File: config.mk
export PLATFORM = sky130hd
export DESIGN_NAME = mp_addsub_seq
export DESIGN_NICKNAME = d
export VERILOG_FILES = /design/src/rtl/mp_addsub_seq_pkg.sv /design/src/rtl/mp_addsub_seq_addsub.sv /design/src/rtl/mp_addsub_seq.sv
export SDC_FILE = /design/constraint.sdc
export NUM_CORES = 1
export LEC_CHECK = 0
export BUFFER_PORTS_ARGS = -buffer_cell sky130_fd_sc_hd__buf_2
export CORE_MARGIN = 2
export CORE_UTILIZATION = 56
export CTS_CLUSTER_SIZE = 8
export DETAILED_ROUTE_END_ITERATION = 10
export PLACE_DENSITY = 0.9
export SETUP_SLACK_MARGIN = 0.2
export SLEW_MARGIN = 10
export SYNTH_ARGS = -nofsm -noshare
export SYNTH_HDL_FRONTEND = slang
export SYNTH_SLANG_ARGS = --single-unit
File: constraint.sdc
create_clock -name clk -period 6.97 [get_ports clk]
set_clock_uncertainty 0.2 [all_clocks]
set_input_delay 0 -clock clk [delete_from_list [all_inputs] [get_ports clk]]
set_output_delay 0 -clock clk [all_outputs]
set_load 0.01 [all_outputs]
File: src/rtl/mp_addsub_seq_pkg.sv
// Shared types and constants for the multi-precision add/subtract sequencer.
package mp_addsub_seq_pkg;

    localparam int WORD_SIZE = 8;

    localparam logic OP_ADD = 1'b0;
    localparam logic OP_SUB = 1'b1;

    typedef enum logic [1:0] {
        S_IDLE  = 2'd0,
        S_RUN   = 2'd1,
        S_DRAIN = 2'd2,
        S_DONE  = 2'd3
    } state_e;

    function automatic logic word_is_zero(input logic [WORD_SIZE-1:0] w);
        return (w == {WORD_SIZE{1'b0}});
    endfunction

endpackage

File: src/rtl/mp_addsub_seq_addsub.sv
// Single W-bit adder/subtractor; carry_i gates cin_i, sub_i inverts b and forces carry-in.
module mp_addsub_seq_addsub
    import mp_addsub_seq_pkg::*;
#(
    parameter int W = WORD_SIZE
) (
    input  logic [W-1:0] a_i,
    input  logic [W-1:0] b_i,
    input  logic         sub_i,
    input  logic         carry_i,
    input  logic         cin_i,
    output logic [W-1:0] sum_o,
    output logic         cout_o
);

    logic [W-1:0] b_s;
    logic         c_s;
    logic [W:0]   full_s;

    // Operand conditioning and the W+1 bit add.
    always_comb begin
        if (sub_i) begin
            b_s = ~b_i;
            c_s = 1'b1;
        end else begin
            b_s = b_i;
            c_s = carry_i & cin_i;
        end
        full_s = {1'b0, a_i} + {1'b0, b_s} + {{W{1'b0}}, c_s};
    end

    assign sum_o  = full_s[W-1:0];
    assign cout_o = full_s[W];

endmodule

File: src/rtl/mp_addsub_seq.sv
// Multi-precision add/subtract sequencer: streams LSW-first operand words through one
// adder, chaining the carry, and writes one result word per cycle.
module mp_addsub_seq
    import mp_addsub_seq_pkg::*;
#(
    parameter int ADDR_W = 8,
    parameter int LEN_W  = 8
) (
    input  logic                 clk,
    input  logic                 rst,
    input  logic                 start,
    input  logic                 op_sub,
    input  logic [LEN_W-1:0]     len,
    input  logic [ADDR_W-1:0]    x_base,
    input  logic [ADDR_W-1:0]    y_base,
    input  logic [ADDR_W-1:0]    d_base,
    output logic                 busy,
    output logic                 done,
    output logic                 cout,
    output logic                 zero,
    output logic                 rd_en,
    output logic [ADDR_W-1:0]    x_raddr,
    output logic [ADDR_W-1:0]    y_raddr,
    input  logic [WORD_SIZE-1:0] x_rdata,
    input  logic [WORD_SIZE-1:0] y_rdata,
    output logic                 wr_en,
    output logic [ADDR_W-1:0]    waddr,
    output logic [WORD_SIZE-1:0] wdata
);

    localparam logic [ADDR_W-1:0]    ADDR_ZERO = {ADDR_W{1'b0}};
    localparam logic [ADDR_W-1:0]    ADDR_ONE  = {{(ADDR_W-1){1'b0}}, 1'b1};
    localparam logic [LEN_W-1:0]     LEN_ZERO  = {LEN_W{1'b0}};
    localparam logic [LEN_W-1:0]     LEN_ONE   = {{(LEN_W-1){1'b0}}, 1'b1};
    localparam logic [WORD_SIZE-1:0] WORD_ZERO = {WORD_SIZE{1'b0}};

    state_e                state_q, state_d;
    logic                  op_sub_q, op_sub_d;
    logic [LEN_W-1:0]      rem_q, rem_d;
    logic [ADDR_W-1:0]     x_raddr_q, x_raddr_d;
    logic [ADDR_W-1:0]     y_raddr_q, y_raddr_d;
    logic [ADDR_W-1:0]     dptr_q, dptr_d;
    logic [ADDR_W-1:0]     waddr_q, waddr_d;
    logic                  rd_en_q, rd_en_d;
    logic                  wr_en_q, wr_en_d;
    logic                  busy_q, busy_d;
    logic                  done_q, done_d;
    logic                  carry_q, carry_d;
    logic                  cout_q, cout_d;
    logic                  zero_q, zero_d;

    logic                  start_acc_s;
    logic [WORD_SIZE-1:0]  y_eff_s;
    logic [WORD_SIZE-1:0]  sum_s;
    logic                  sum_cout_s;

    assign start_acc_s = (state_q == S_IDLE) & start;

    // Subtraction is X + ~Y + carry; the adder's own sub mode would pin carry-in
    // to 1 on every word and break borrow chaining, so inversion happens here.
    always_comb begin
        case (op_sub_q)
            OP_SUB:  y_eff_s = ~y_rdata;
            OP_ADD:  y_eff_s = y_rdata;
            default: y_eff_s = y_rdata;
        endcase
    end

    mp_addsub_seq_addsub #(
        .W (WORD_SIZE)
    ) u_addsub (
        .a_i     (x_rdata),
        .b_i     (y_eff_s),
        .sub_i   (1'b0),
        .carry_i (1'b1),
        .cin_i   (carry_q),
        .sum_o   (sum_s),
        .cout_o  (sum_cout_s)
    );

    // FSM state register.
    always_ff @(posedge clk) begin
        if (rst) begin
            state_q <= S_IDLE;
        end else begin
            state_q <= state_d;
        end
    end

    // FSM next-state logic.
    always_comb begin
        state_d = state_q;
        case (state_q)
            S_IDLE: begin
                if (start) begin
                    state_d = (len != LEN_ZERO) ? S_RUN : S_DONE;
                end else begin
                    state_d = S_IDLE;
                end
            end
            S_RUN: begin
                if (rem_q == LEN_ZERO) begin
                    state_d = S_DRAIN;
                end else begin
                    state_d = S_RUN;
                end
            end
            S_DRAIN: state_d = S_DONE;
            S_DONE:  state_d = S_IDLE;
            default: state_d = S_IDLE;
        endcase
    end

    // FSM outputs, derived from the next state so the strobes come out registered.
    always_comb begin
        busy_d  = (state_d == S_RUN) | (state_d == S_DRAIN);
        done_d  = (state_d == S_DONE);
        rd_en_d = (state_d == S_RUN);
    end

    // Datapath next-state: field latching, address walk, carry chain and flags.
    always_comb begin
        op_sub_d  = op_sub_q;
        rem_d     = rem_q;
        x_raddr_d = x_raddr_q;
        y_raddr_d = y_raddr_q;
        dptr_d    = dptr_q;
        waddr_d   = waddr_q;
        carry_d   = carry_q;
        zero_d    = zero_q;
        wr_en_d   = rd_en_q;
        if (start_acc_s) begin
            op_sub_d  = op_sub;
            rem_d     = len - LEN_ONE;
            x_raddr_d = x_base;
            y_raddr_d = y_base;
            dptr_d    = d_base;
            // Seeding the chain with op_sub makes word 0 see cin = op_sub.
            carry_d   = op_sub;
            zero_d    = 1'b1;
        end else begin
            if ((state_q == S_RUN) && (rem_q != LEN_ZERO)) begin
                rem_d     = rem_q - LEN_ONE;
                x_raddr_d = x_raddr_q + ADDR_ONE;
                y_raddr_d = y_raddr_q + ADDR_ONE;
            end else begin
                rem_d = rem_q;
            end
            if (rd_en_q) begin
                waddr_d = dptr_q;
                dptr_d  = dptr_q + ADDR_ONE;
            end else begin
                dptr_d = dptr_q;
            end
            if (wr_en_q) begin
                carry_d = sum_cout_s;
                zero_d  = zero_q & word_is_zero(sum_s);
            end else begin
                carry_d = carry_q;
            end
        end
        cout_d = (state_d == S_DONE) ? carry_d : cout_q;
    end

    // Datapath and output registers.
    always_ff @(posedge clk) begin
        if (rst) begin
            op_sub_q  <= 1'b0;
            rem_q     <= LEN_ZERO;
            x_raddr_q <= ADDR_ZERO;
            y_raddr_q <= ADDR_ZERO;
            dptr_q    <= ADDR_ZERO;
            waddr_q   <= ADDR_ZERO;
            rd_en_q   <= 1'b0;
            wr_en_q   <= 1'b0;
            busy_q    <= 1'b0;
            done_q    <= 1'b0;
            carry_q   <= 1'b0;
            cout_q    <= 1'b0;
            zero_q    <= 1'b1;
        end else begin
            op_sub_q  <= op_sub_d;
            rem_q     <= rem_d;
            x_raddr_q <= x_raddr_d;
            y_raddr_q <= y_raddr_d;
            dptr_q    <= dptr_d;
            waddr_q   <= waddr_d;
            rd_en_q   <= rd_en_d;
            wr_en_q   <= wr_en_d;
            busy_q    <= busy_d;
            done_q    <= done_d;
            carry_q   <= carry_d;
            cout_q    <= cout_d;
            zero_q    <= zero_d;
        end
    end

    assign busy    = busy_q;
    assign done    = done_q;
    assign cout    = cout_q;
    assign zero    = zero_q;
    assign rd_en   = rd_en_q;
    assign x_raddr = x_raddr_q;
    assign y_raddr = y_raddr_q;
    assign wr_en   = wr_en_q;
    assign waddr   = waddr_q;
    // Read data only arrives in the write cycle, so the result word comes straight off the adder.
    assign wdata   = wr_en_q ? sum_s : WORD_ZERO;

endmodule

# == Word-level counts from Yosys, hierarchy flattened ==
# Cells that the tools add are included.
# classes
n_addsub,7
n_eq_ne,6
muxes,16
bitwise,6
n_reduce_logical,10
# ops
op,count
8-bit two-way mux,9
"8-bit by 1-bit adder with 8-bit output, second input constant",3
8-bit logical NOT,2
8-bit one-hot mux with 2 select lines,1
8-bit nonzero test,2
"8-bit by 1-bit subtractor with 8-bit output, second input constant",2
8-bit by 8-bit adder with 9-bit output,1
9-bit by 1-bit adder with 9-bit output,1
"2-bit == test, second input constant",4
8-bit NOT,1
2-bit one-hot mux with 4 select lines,1
2-bit two-way mux,3
"2-bit by 1-bit == test with 1-bit output, second input constant",2
2-bit nonzero test,2
1-bit AND,2
2-bit logical NOT,1
1-bit two-way mux,2
1-bit NOT,2
2-bit AND reduction,1
2-bit OR reduction,1
1-bit logical AND,1
1-bit bitwise OR,1
# totals
ff_bits,50
inputBits,52
output_inout_bits,38

# == Longest topological paths before layout ==
# Gate-level depths: netlist (run 1).
# depth
word_depth,6
ltp_mapped,9
ltp_nobuf,8

# == Cells and area by module ==
# From an unflattened synthesis (run 1), not the netlist that was laid out.
# unflattened
cells_unflattened,372
area_unflattened_um2,3071.7
# by_module_without_submodules
module,instances,cells_each,area_per_inst_um2
mp_addsub_seq,1,320,2671.3
mp_addsub_seq_addsub,1,52,400.4

# == Worst setup path after synthesis (run 1) ==
# No wires, ideal clock.
# synth_path
kind,reg2reg
start,register op_sub_q
end,"register zero_q, in the netlist zero"
arrival_ps,2695
required_ps,6701
slack_ps,4006
path_stages_with_launch,10
n_path_buf,1
path_cell_list,dfxtp_1 -> clkbuf_1 -> xor2_1 -> fa_1 -> fa_1 -> a211oi_2 -> nor2_1 -> xor2_1 -> or4_1 -> o21ai_1
# synth_via
elab_chain_len,6
# synth_lines
element,line,source
from (decl),mp_addsub_seq.sv:38,"logic op_sub_q, op_sub_d;"
from (signal assigned),mp_addsub_seq.sv:182,op_sub_q <= op_sub_d;
1-bit NOT,mp_addsub_seq.sv:62,case (op_sub_q)
8-bit one-hot mux with 2 select lines (*),mp_addsub_seq.sv:62,
8-bit by 8-bit adder with 9-bit output (*),mp_addsub_seq_addsub.sv:29,"full_s = {1'b0, a_i} + {1'b0, b_s} + {{W{1'b0}}, c_s};"
9-bit by 1-bit adder with 9-bit output (*),mp_addsub_seq_addsub.sv:29,
8-bit logical NOT (*),mp_addsub_seq_pkg.sv:17,return (w == {WORD_SIZE{1'b0}});
1-bit AND (*),mp_addsub_seq.sv:157,zero_d = zero_q & word_is_zero(sum_s);
to (signal assigned),mp_addsub_seq.sv:194,zero_q <= zero_d;
to (decl),mp_addsub_seq.sv:50,"logic zero_q, zero_d;"
# Mark *: on every way between the ends. The rest lies on a longest branch, timed or not.
# A chain may end at the register's enable or synchronous reset.

# == Worst setup path in the final report (run 1) ==
# Same ends and word-level chain as after synthesis.

==> flow_summary.toml, run 1 <==
[status]
status = "finished clean"

[synthesis]
synthesis.nets = 421
syn_area_sq_um = 2980
synth.area.top_cells = "dfxtp_1 (34%), xor2_1 (7.9%), ha_1 (5.9%)"
synth.distinct_cells = 53
ys_warn_count = 0
synth.largest_area_cell = "dfxtp_1"
async_flop_share_pct = 0
yosysTopAreaCellShare_pct = 33.6
synth-edff-count = 0
synthCells = 353
seq_area_frac_synth_pct = 33.6
syn_area_per_cell_sq_um = 8.44
synth_flop_cell = "dfxtp_1"
ys_ff_latch = 50

[finish]
final_common_cell = "buf_2"
syn_to_final_growth_pct = 30.1
layout.nets = 534
design_area_sq_um = 3880
n_fill_cell = 384
seqCellArea_sq_um = 1000
drive_gt1_share_pct = 24.2
multiInputGateArea_sq_um = 1860
num_antenna_cells = 0
final_cell_mix = "buf_2 (89), dfxtp_1 (50), nor2_1 (37)"
instances_no_fill = 537

[power_and_ir_drop]
sequentialPowerShare_pct = 43.6
total_leakage_power_nw = 1.66
swShare_pct = 37.0
combPwrFrac_pct = 34.8
power_density_nw_per_um2 = 221
power_switching_uw = 317
pwr-share-clk_pct = 21.7
power.internal_uw = 539
ir_drop_uv = 178

[routing]
wirelength_mm = 7.83
vias = 2981
vias_per_cell = 5.55
initialDrtViolationCount = 204
drc_errors = 0
ant_nets = 0
firstDrtPassIters = 4
wl_per_cell_microns = 14.6

[global_route]
grt_pass1_vias = 2849
grtUsageTotal_pct = 26.8
overflow = 0
grt_pass1_wl_mm = 13.1
grt_max_degree = 65
grt_antenna_before_repair = 0

[cts]
clk_latency_ns = 0.30
numCtsBuffers = 5
root_buffer = "clkbuf_8"
cts_tree = "built"
clkSinkCount = 50
h-tree-depth = 2
cts.path.max_buffers = 2
clk_pin_slew_ns = 0.09
post_cts_resized = 0

[die]
io_pins = 90
coreArea_sq_um = 5110
core.rowCount = 26
dieArea_sq_um = 5920
start_util_pct = 58.4
chipHeight_microns = 77.0
chipWidth_microns = 77.0

[timing]
worst_pin_slew_ns = 0.899
hold_viol = 0
timing.final.crit_period_ns = 3.10
drv_slew = 0
fin_crit_sh_pct = 44.5
max_freq_ghz = 0.322
grt_setup_unrepaired = "false"
max_slew_margin_pct = 40.0
setup_viol = 0
fin_setup_tns_ns = 0

[min_path]
hold_depth = 4
min_path_type = "in2reg"

[setup_path]
crit_cells = 8
worst-path-max-fanout = 9
required_ns = 7.01
slowest_delay_ns = 0.61
end_kind = "flip-flop"
slowest_stage = "dfxtp_1"
critPathTopFamily = "adder cells"
cp_num_buf_inv = 0
arrival_ns = 3.14
startpoint_type = "flip-flop"
critical_path_class = "reg2reg"
cp_cell_sequence = "xor2_1, fa_1, fa_1, a211oi_2, nor2_1, xor2_1, or4_1, o21ai_1"
r2r_cells = 8

[placement]
place_inst = 494
dp_hpwl_mm = 5.13
io_buffers = 89
gp_congestion = 0.917
postPlaceCellArea_sq_um = 3430

[flow_run]
cap_violations = 0
-- flip-flops by register name, summed over array words and instances (netlist names) --
name / flops
y_raddr: 8
busy: 1
state_q: 2
waddr: 8
wr_en: 1
zero: 1
rd_en: 1
done: 1
rem_q: 8
cout: 1
x_raddr: 8
dptr_q: 8
carry_q: 1
op_sub_q: 1
-- kinds of logic after synthesis --
logic type                 Yosys count  share of synthesized area (%)
AOI/OAI and AO/OA                   82                           19.5
xor gates and xnor gates            37                           10.9
adders and majority gates           16                           7.22
buffers and inverters               26                           3.99
DFF                                 50                           33.6
muxes                                3                           1.01
and+or+nand+nor                    139                           23.8
-- area by class of cell --
class	count	share of cell area [%]
multi-input cells	277	48.0
well taps	70	2.26
clock inverters	2	0.452
repair buffers	125	20.7
clock buffers	6	2.13
flip-flops and latches	50	25.8
inverters	7	0.677
-- path summary, 6_finish.rpt --
kind | slack [ns] | start | end
setup / recovery | 3.87 | op_sub_q | zero
hold / removal | 0.02 | start | rem_q[7]
setup reg to reg | 3.87 | op_sub_q | zero
hold reg to reg | 0.26 | waddr[6] | waddr[6]
-- synth_stat cells, types with 4 or more instances --
| cell type | n |
|---|---|
| a21oi_1 | 23 |
| nor2b_1 | 5 |
| o21ai_0 | 4 |
| dfxtp_1 | 50 |
| nand4_1 | 7 |
| xor2_1 | 27 |
| or4_1 | 5 |
| nor3_1 | 7 |
| nand3_1 | 18 |
| and2_1 | 8 |
| inv_1 | 7 |
| buf_2 | 5 |
| o21ai_1 | 5 |
| nor2_1 | 37 |
| a211oi_1 | 20 |
| nand2_1 | 35 |
| ha_1 | 14 |
| xnor2_1 | 10 |
| clkbuf_1 | 12 |
-- power groups by stage --
stage               Combinational, mW  Sequential [mW]  Clock, mW
floorplan                       0.203            0.371          0
global route                    0.329            0.379      0.203
finish                          0.297            0.373      0.186
detailed placement              0.276            0.377          0
CTS                             0.293            0.371      0.188
global placement                0.267            0.375          0
-- stage by stage --
step                      utilization [%]  setup WS (ns)  hold slack, ns  total power [mW]
after floorplan                         -           4.01          -0.122             0.574
after global placement               67.1           4.03         0.00613             0.642
after detailed placement             67.1           3.93          0.0413             0.653
after CTS                            75.9           3.90          0.0159             0.852
after global routing                 75.9           3.76          0.0510             0.912
final                                75.9           3.87          0.0237             0.856
-- layer usage --
metal	vias up	track usage (%)	routed length, microns
li1	1493	-	-
met1	1388	32.8	3350
met2	86	47.8	4060
met3	14	3.53	279
met4	0	9.64	150
met5	-	0	0
-- tightest hold or removal path: stages --
cell	delay, ns
buf_2	0.12
nor3b_2	0.23
nand2_1	0.08
a21oi_1	0.06
-- repair_timing --
item,in CTS,in global routing
setup endpoints to repair,0,0
buffers inserted,0,0
hold endpoints to repair,34,0
hold buffers,35,0
No activity file was read; power rests on OpenSTA's default activity.
==> inputs of run 2 (changes only) <==
ABC_AREA = 1   (was not set)
CORE_UTILIZATION = 48   (was 56)
PLACE_DENSITY = 0.81   (was 0.9)
clock period = 2.6 ns   (was 6.97 ns; I/O delays follow)
==> run 2 against run 1 <==
Non-clock buffer count is 12 higher. Synthesized area up 9.4%. Total power rose to 3.4 times the previous value. Combinational power rose to 4.6 times the previous value. Design area up 11%. Count of clock-buffer cells in the layout is 1 lower. Global-route usage decreased by 3.0 points. Routed wire length increased by 16%. First-iteration DRC count fell by 25%. Sequential power rose to 2.9 times the previous value. Synthesized cell count increased by 41%. Critical endpoint is now wdata[6]. Largest cell class unchanged.
==> flow_summary.toml, run 2 <==
[cts]
clk_latency_ns = 0.32
numCtsBuffers = 5
root_buffer = "clkbuf_8"
cts_tree = "built"
clk_pin_slew_ns = 0.10
h-tree-depth = 2
cts.path.max_buffers = 2
clkSinkCount = 50

[global_route]
grt_use_met2_pct = 43.6
grt_use_met3_pct = 3.52
grt_max_degree = 37
use_met1_pct = 28.2
grtUsageTotal_pct = 23.8
grt_pass1_vias = 3398
gr-max-usage-layer = "met2"
overflow = 0
grt_antenna_before_repair = 0
grt_pass1_wl_mm = 14.5

[die]
coreArea_sq_um = 6680
chipHeight_microns = 86.4
start_util_pct = 48.8
core.rowCount = 30
chipWidth_microns = 86.4
dieArea_sq_um = 7470
io_pins = 90

[timing]
setup_viol = 0
max_freq_ghz = 0.422
hold_viol = 0
fin_crit_sh_pct = 91.1
max_slew_margin_pct = 69.0
worst_pin_slew_ns = 0.463
fin_ws_ns = 0.230
fin_setup_tns_ns = 0
grt_setup_unrepaired = "true"
hold_ws_ns = 0.0247
drv_slew = 0
timing.final.crit_period_ns = 2.37

[synthesis]
synth_flop_cell = "dfxtp_1"
ys_warn_count = 0
synth.distinct_cells = 35
synthCells = 497
syn_area_per_cell_sq_um = 6.56
synth.most_common_cell = "nand2_1"
syn_area_sq_um = 3260
synth-edff-count = 0
seq_area_frac_synth_pct = 30.7
async_flop_share_pct = 0
synth.largest_area_cell = "dfxtp_1"
yosys-top-cells-count = "nand2_1 (123), inv_1 (70), nor2_1 (59)"
synthesis.nets = 565
ys_ff_latch = 50
yosysTopAreaCellShare_pct = 30.7
synth.area.top_cells = "dfxtp_1 (31%), nand2_1 (14%), nand3_1 (8.3%)"

[power_and_ir_drop]
combPwrFrac_pct = 46.8
swShare_pct = 42.6
power_density_nw_per_um2 = 675
power_switching_mw = 1.24
pwr-share-clk_pct = 16.7
sequentialPowerShare_pct = 36.6
total_leakage_power_nw = 2.32
ir_drop_uv = 471
power.internal_mw = 1.67

[status]
status = "finished clean"

[finish]
post-route-util_pct = 64.6
design_area_sq_um = 4320
final_common_cell = "nand2_1"
num_antenna_cells = 0
final_cell_mix = "nand2_1 (119), buf_2 (89), inv_1 (70)"
n_fill_cell = 617
seqCellArea_sq_um = 1000
layout.nets = 695
multiInputGateArea_sq_um = 1950
drive_gt1_share_pct = 21.7
syn_to_final_growth_pct = 32.5

[routing]
wirelength_mm = 9.08
ant_nets = 0
vias_per_cell = 5.22
initialDrtViolationCount = 152
drc_errors = 0
firstDrtPassIters = 5
wl_per_cell_microns = 12.8
vias = 3696

[flow_run]
cap_violations = 0

[setup_path]
worst-path-max-fanout = 2
critical_path_class = "reg2out"
arrival_ns = 2.17
startpoint_type = "flip-flop"
end_kind = "output port"
required_ns = 2.40

[placement]
dp_hpwl_mm = 6.07
pre_cts_ws_ns = 0.217
gp_congestion = 0.913
io_buffers = 89
postPlaceCellArea_sq_um = 3750

[min_path]
min_path_type = "in2reg"
## run 2: cell count changes after synthesis, sizes merged, moves of 6 or more
cell,before,now
a211oi,23,2
and2,8,0
clkbuf,12,5
inv,7,72
nand2,35,128
nand3,18,54
nand3b,0,6
nor2,37,62
nor3,9,0
o21ai,9,30
xnor2,10,2
xor2,27,15
## run 2: logic make-up (layout without fill, tap and decap cells)
family          count (synthesis)  in the layout  share of synthesized area [%]
flops                          50             50                           30.7
xor+xnor                       17             17                           4.57
fa+ha+maj                      16             16                           6.60
buf+inv                        86            217                           11.4
compound gates                 66             66                           11.4
simple gates                  262            262                           35.3
## run 2: worst paths after layout
path | startpoint | endpoint | slack, ns | depth (start not counted)
max | op_sub_q | wdata[6] | 0.23 | 11
min | len[6] | rem_q[6] | 0.02 | 8
max reg2reg | op_sub_q | zero | 0.25 | 13
min reg2reg | rem_q[2] | rem_q[2] | 0.30 | 2
## run 2: power groups by stage
stage / combinational, mW / sequential [mW] / clock [mW]
final: 1.36 / 1.07 / 0.486
after detailed placement: 1.22 / 1.07 / 0
after CTS: 1.32 / 1.06 / 0.503
after global placement: 1.18 / 1.07 / 0
after floorplan: 0.878 / 1.09 / 0
after global routing: 1.54 / 1.09 / 0.530
## run 2: per-layer routing
| layer | part of all wire [%] | vias to the layer above |
|---|---|---|
| met1 | 41 | 1696 |
| met4 | 2.4 | 0 |
| met2 | 51 | 135 |
| li1 | - | 1840 |
| met5 | 0 | - |
| met3 | 5.5 | 25 |
## run 2: what timing repair did
| item | CTS | global route |
|---|---|---|
| endpoints found under the hold margin | 35 | 0 |
| cloned | 0 | 0 |
| hold buffers | 36 | 0 |
| pin swaps | 7 | 6 |
| endpoints found under the setup margin | 3 | 8 |
| resized for setup | 11 | 5 |
| buffers inserted | 4 | 3 |
## run 2: cell type report
type	instances	share of cell area (%)
flip-flops and latches	50	23.2
well taps	80	2.32
repair buffers	137	20.9
inverters	72	6.32
clock buffers	5	1.59
multi-input cells	361	45.0
clock inverters	3	0.608
## run 2: per-stage QoR
stage | total power, mW | std cells
2_1_floorplan | 1.97 | 497
3_3_place_gp | 2.25 | 657
3_5_place_dp | 2.30 | 657
4_1_cts | 2.89 | 705
5_1_grt | 3.16 | 708
6_report | 2.92 | 708
## run 2: critical path: stages, from the launching register on
cell and delay (ns):
dfxtp_2 0.36, xor2_2 0.15, fa_2 0.36, fa_2 0.37, nand2_2 0.08, nand2_2 0.06
nand3_2 0.08, nand2_2 0.07, nand2_2 0.08, nand3_2 0.07, inv_1 0.07, buf_2 0.12
